File: src/rtl/partition_error_monitor.sv
// Windowed mismatch statistics for an approximate partition output versus its exact reference.
// Define PARTITION_MON_MAXERR_EN to build the max |approx-exact| tracker; without it max_err is tied to 0.

module partition_error_lane (
  input  logic a,
  input  logic e,
  output logic mis
);
  assign mis = a ^ e;
endmodule

module partition_error_monitor #(
  parameter  int W         = 4,
  parameter  int N_SAMPLES = 256,
  parameter  int CNT_W     = 16,
  localparam int HS_W      = CNT_W + $clog2(W + 1)
) (
  input  logic             clk,
  input  logic             rst_n,
  input  logic             start,
  input  logic             in_valid,
  output logic             in_ready,
  input  logic [W-1:0]     approx,
  input  logic [W-1:0]     exact,
  output logic             res_valid,
  input  logic             res_ack,
  output logic             busy,
  output logic [CNT_W-1:0] err_cnt,
  output logic [HS_W-1:0]  ham_sum,
  output logic [W-1:0]     max_err
);
  localparam int PC_W = $clog2(W + 1);

  typedef enum logic [1:0] {IDLE, RUN, DONE} state_t;
  state_t state, state_nxt;

  logic [W-1:0]     mis;
  logic [PC_W-1:0]  pop;
  logic [CNT_W-1:0] smp_cnt;
  logic             beat, last, clr;

  for (genvar i = 0; i < W; i++) begin : g_lane
    partition_error_lane u_lane (.a(approx[i]), .e(exact[i]), .mis(mis[i]));
  end

  always_comb begin
    pop = '0;
    for (int i = 0; i < W; i++) pop = pop + PC_W'(mis[i]);
  end

  assign beat = in_valid & in_ready;
  assign last = (smp_cnt == CNT_W'(N_SAMPLES - 1));
  assign clr  = (state == IDLE) & start;

  always_ff @(posedge clk or negedge rst_n) begin
    if (!rst_n) state <= IDLE;
    else        state <= state_nxt;
  end

  always_comb begin
    state_nxt = state;
    case (state)
      IDLE:    if (start)        state_nxt = RUN;
      RUN:     if (beat && last) state_nxt = DONE;
      DONE:    if (res_ack)      state_nxt = IDLE;
      default:                   state_nxt = IDLE;
    endcase
  end

  // Handshake outputs depend on registered state only.
  always_comb begin
    in_ready  = (state == RUN);
    res_valid = (state == DONE);
    busy      = (state != IDLE);
  end

  always_ff @(posedge clk or negedge rst_n) begin
    if (!rst_n) begin
      smp_cnt <= '0;
      err_cnt <= '0;
      ham_sum <= '0;
    end else if (clr) begin
      smp_cnt <= '0;
      err_cnt <= '0;
      ham_sum <= '0;
    end else if (beat) begin
      smp_cnt <= smp_cnt + 1'b1;
      err_cnt <= err_cnt + CNT_W'(|mis);
      ham_sum <= ham_sum + HS_W'(pop);
    end
  end

`ifdef PARTITION_MON_MAXERR_EN
  logic [W-1:0] abs_diff, max_q;

  assign abs_diff = (approx >= exact) ? (approx - exact) : (exact - approx);

  always_ff @(posedge clk or negedge rst_n) begin
    if (!rst_n)                           max_q <= '0;
    else if (clr)                         max_q <= '0;
    else if (beat && (abs_diff > max_q))  max_q <= abs_diff;
  end

  assign max_err = max_q;
`else
  assign max_err = '0;
`endif

endmodule

File: config.mk
export PLATFORM = sky130hd
export DESIGN_NAME = partition_error_monitor
export DESIGN_NICKNAME = d
export VERILOG_FILES = /design/src/rtl/partition_error_monitor.sv
export SDC_FILE = /design/constraint.sdc
export NUM_CORES = 1
export LEC_CHECK = 0
export BUFFER_PORTS_ARGS = -buffer_cell sky130_fd_sc_hd__buf_2
export CAP_MARGIN = 20
export CORE_ASPECT_RATIO = 2
export CORE_UTILIZATION = 40
export CTS_CLUSTER_SIZE = 16
export DETAILED_ROUTE_END_ITERATION = 10
export PLACE_DENSITY_LB_ADDON = 0.08
export SYNTH_ARGS = -nofsm -noshare
export SYNTH_HDL_FRONTEND = slang
export SYNTH_HIERARCHICAL = 1
export SYNTH_SLANG_ARGS = --single-unit
File: constraint.sdc
create_clock -name clk -period 2.9 [get_ports clk]
set_input_delay 0.29 -clock clk [delete_from_list [all_inputs] [get_ports clk]]
set_output_delay 0.29 -clock clk [all_outputs]
set_load 0.02 [all_outputs]
==> impl_results.md <==
- Synthesis Warnings: 6
- Overflow after GRT: 0
- GR Util All Layers: 0.213
- DRC viols: 0
- Reg2reg end: ham_sum[12]
- Hold endpoint: state[1]
- Register area: 0.00133 mm²
- Largest net degree at the start of global routing: 44
- Sequential cell area fraction in the yosys report: 0.452
- Drt first pass iters: 4
- Fin crit share: 0.944
- Diodes inserted: 0
- Synth top area share: 0.452
- Initial antenna violation count: 0
- Compound-Gate Fraction of Synth Area: 0.107
- R2R depth: 8
- Number of synthesized flops with an enable pin: 0
- Adder-Cell Fraction of Synth Area: 0.0376
- CP dominant cell by count: fa_1
- Multiplexer area fraction after synthesis: 0.0115
- Vias in the first global route: 2511
- Cell Area, Placed: 0.00327 mm²
- Ranking of synthesized cells by area: dfrtp_1, nor2_1, xor2_1
- CP Class: register to register
- Row count: 43
- Die area: 0.00770 mm²
- Initial core utilization: 0.419
- Synth Area in Simple Gates: 0.265
- WL met3: 216 µm
- CTS tree: built
- Clock skew: 0.00857 ns
- CTS resizes: 0
- Most common flop cell mapped by yosys: dfrtp_1
- Critical Path RT: 3.12 ns
- Synth top cells by count: dfrtp_1, nor2_1, nand2_1
- Max Slew Vio Count: 0
- Slowest stage delay, CP: 0.55 ns
- CTS Buf Count: 5
- Routed wire length: 7530 µm
- Drt wl/cell: 16.6 µm
- Worst R2R Start: ham_sum[0]
- Mapped cell area: 0.00293 mm²
- Delay-heaviest family, CP: adder cells
- Synth Area in XOR/XNOR: 0.0866
- Asr flop ratio synth: 1.00
- Via-to-Cell Ratio: 5.53
- Buffers & Inverters on Critical Path: 2
- Drt initial violations: 124
- Min Hold Slack: 0.248 ns
- Worst Max-Slew Pin Slew: 0.758 ns
- Clk slew on worst S/H paths: 0.07 ns
- Core area: 0.00699 mm²
- GP Congestion: 0.781
- DR top layer: met4
- RSZ-0062 raised after global routing: false
- Combinational family with the most area after synthesis: simple AND/OR/NAND/NOR gates
- Crit path arrival time: 2.96 ns
- DRT met1 WL: 2920 µm
- Chip Height: 123 µm
- Worst hold start: res_ack
- Layout Nets: 382
- Pwr/cell area: 611 mW/mm²
- Dpl hpwl: 5530 µm
- Critical-path cell list: fa_1 -> inv_1 -> fa_1 -> inv_1 -> fa_1 -> nand4b_1 -> or4_1 -> a21oi_1
- Max-cap viol count: 0
- Share of cells above drive strength 1: 0.207
- Synthesized netlist cell count: 309
- Mapped Avg Cell Area: 9.49 µm²
- Cell taking the most area after synthesis: dfrtp_1
- Startpoint Class: register
- Syn-to-layout area delta: 17.2%
- Final count of hold timing violations: 0
- Clock Path Buffers: 2
- H-tree depth: 2
- Design area: 0.00343 mm²
- Reg2reg setup slack: 0.16 ns
- VDD IR max: 0.429 mV
- Fillers: 706
- Port bufs: 50
- Stages on the worst setup path: 8
- Hold Crit Depth: 3
- Final setup fails: 0
- Setup tns final: 0 ns
- Via Count: 2507
- Cell with the most instances after synthesis: dfrtp_1
- Crit path capture type: register
- Routed Antenna Nets: 0
- Synth cell types: 48
- Leak Pwr: 1.56 nW
- Clk root buf: clkbuf_16
- Worst hold path type: input pin to register
- First-pass GRT wire length: 12600 µm
- Max Fanout on Critical Path: 5
- Metal2 WL: 4220 µm
- Die W: 62.5 µm
- Critical Path Source: ham_sum[0]
- Area of the multi-input gates: 0.00151 mm²
- Fmax: 365 MHz
- Clock Latency Late Sink: 0.30 ns
- Relative slew slack: 0.490
- Slowest CP cell: fa_1
- Clock sinks: 53
- Status: finished, final reports clean
- Seq cells post-synth: 53
- IO Count: 55
- Final worst path period need: 2.74 ns
## report_power, final
part / internal (mW) / switching (mW) / leakage (nW)
Sequential: 0.833 / 0.138 / 0.716
Combinational: 0.209 / 0.320 / 0.784
Clock: 0.321 / 0.276 / 0.0631
Total: 1.36 / 0.734 / 1.56
## through the flow
stage	total power [mW]	utilization	instances	worst slack [ns]
final	2.10	0.491	453	0.161
after global routing	2.23	0.491	453	0.00490
after CTS	2.12	0.490	452	0.156
after detailed placement	1.51	0.468	443	0.0384
after global placement	1.51	0.468	443	0.0796
after floorplan	1.31	-	312	0.268
## what timing repair did
item                                   CTS  global route
hold buffers                             1             0
setup endpoints to repair                0             1
endpoints found under the hold margin   20             0
setup buffers                            0             1
## final cells by class
| type | instances | area share |
|---|---|---|
| Multi-Input combinational cell | 234 | 0.438 |
| Sequential cell | 53 | 0.386 |
| Timing Repair Buffer | 57 | 0.0889 |
| Clock buffer | 6 | 0.0375 |
| Tap cell | 90 | 0.0328 |
| Inverter | 11 | 0.0120 |
| Clock inverter | 2 | 0.00437 |
## metal layers
metal | global-route usage | vias to the layer above
li1 | - | 1211
met1 | 0.231 | 1238
met2 | 0.406 | 46
met3 | 0.0314 | 12
met4 | 0.0887 | 0
met5 | 0 | -
## worst register-to-register path: stages (launching register included)
cell      delay (ns)
dfrtp_1         0.42
fa_1            0.55
inv_1           0.05
fa_1            0.40
inv_1           0.09
fa_1            0.26
nand4b_1        0.24
or4_1           0.53
a21oi_1         0.15
## state kept, by name, summed over array words and instances (netlist names)
| name | cells |
|---|---|
| state | 2 |
| smp_cnt | 16 |
| err_cnt | 16 |
| ham_sum | 19 |
## layout by cell type, fill, tap and decap left out, drive strengths merged, types with 4 or more instances in the layout
cell type | netlist | layout
a21oi | 17 | 17
ha | 4 | 4
nand4b | 7 | 7
nand4 | 15 | 15
clkbuf | 6 | 6
nor4 | 10 | 10
or3 | 6 | 6
dfrtp | 53 | 53
o21ai | 8 | 8
xnor2 | 14 | 14
nand3 | 13 | 13
nor2 | 36 | 36
nand2 | 23 | 23
buf | 8 | 56
conb | 1 | 4
or4 | 6 | 6
xor2 | 15 | 15
inv | 11 | 11
a22o | 4 | 4
nor3 | 8 | 8
a31o | 4 | 4
## cell families after synthesis
| group | count (synthesis) |
|---|---|
| mux | 3 |
| other cells | 1 |
| compound gates | 48 |
| fa+ha+maj | 7 |
| flops | 53 |
| xor+xnor | 29 |
| simple gates | 143 |
| buf+inv | 25 |
## worst max-delay path by stage
stage,endpoint,slack (ns)
after floorplan,ham_sum[12],0.27
after global placement,ham_sum[12],0.08
after detailed placement,ham_sum[12],0.04
after CTS,ham_sum[12],0.16
after global routing,ham_sum[8],0.005
final,ham_sum[12],0.16
(Power assumes the default switching activity.)
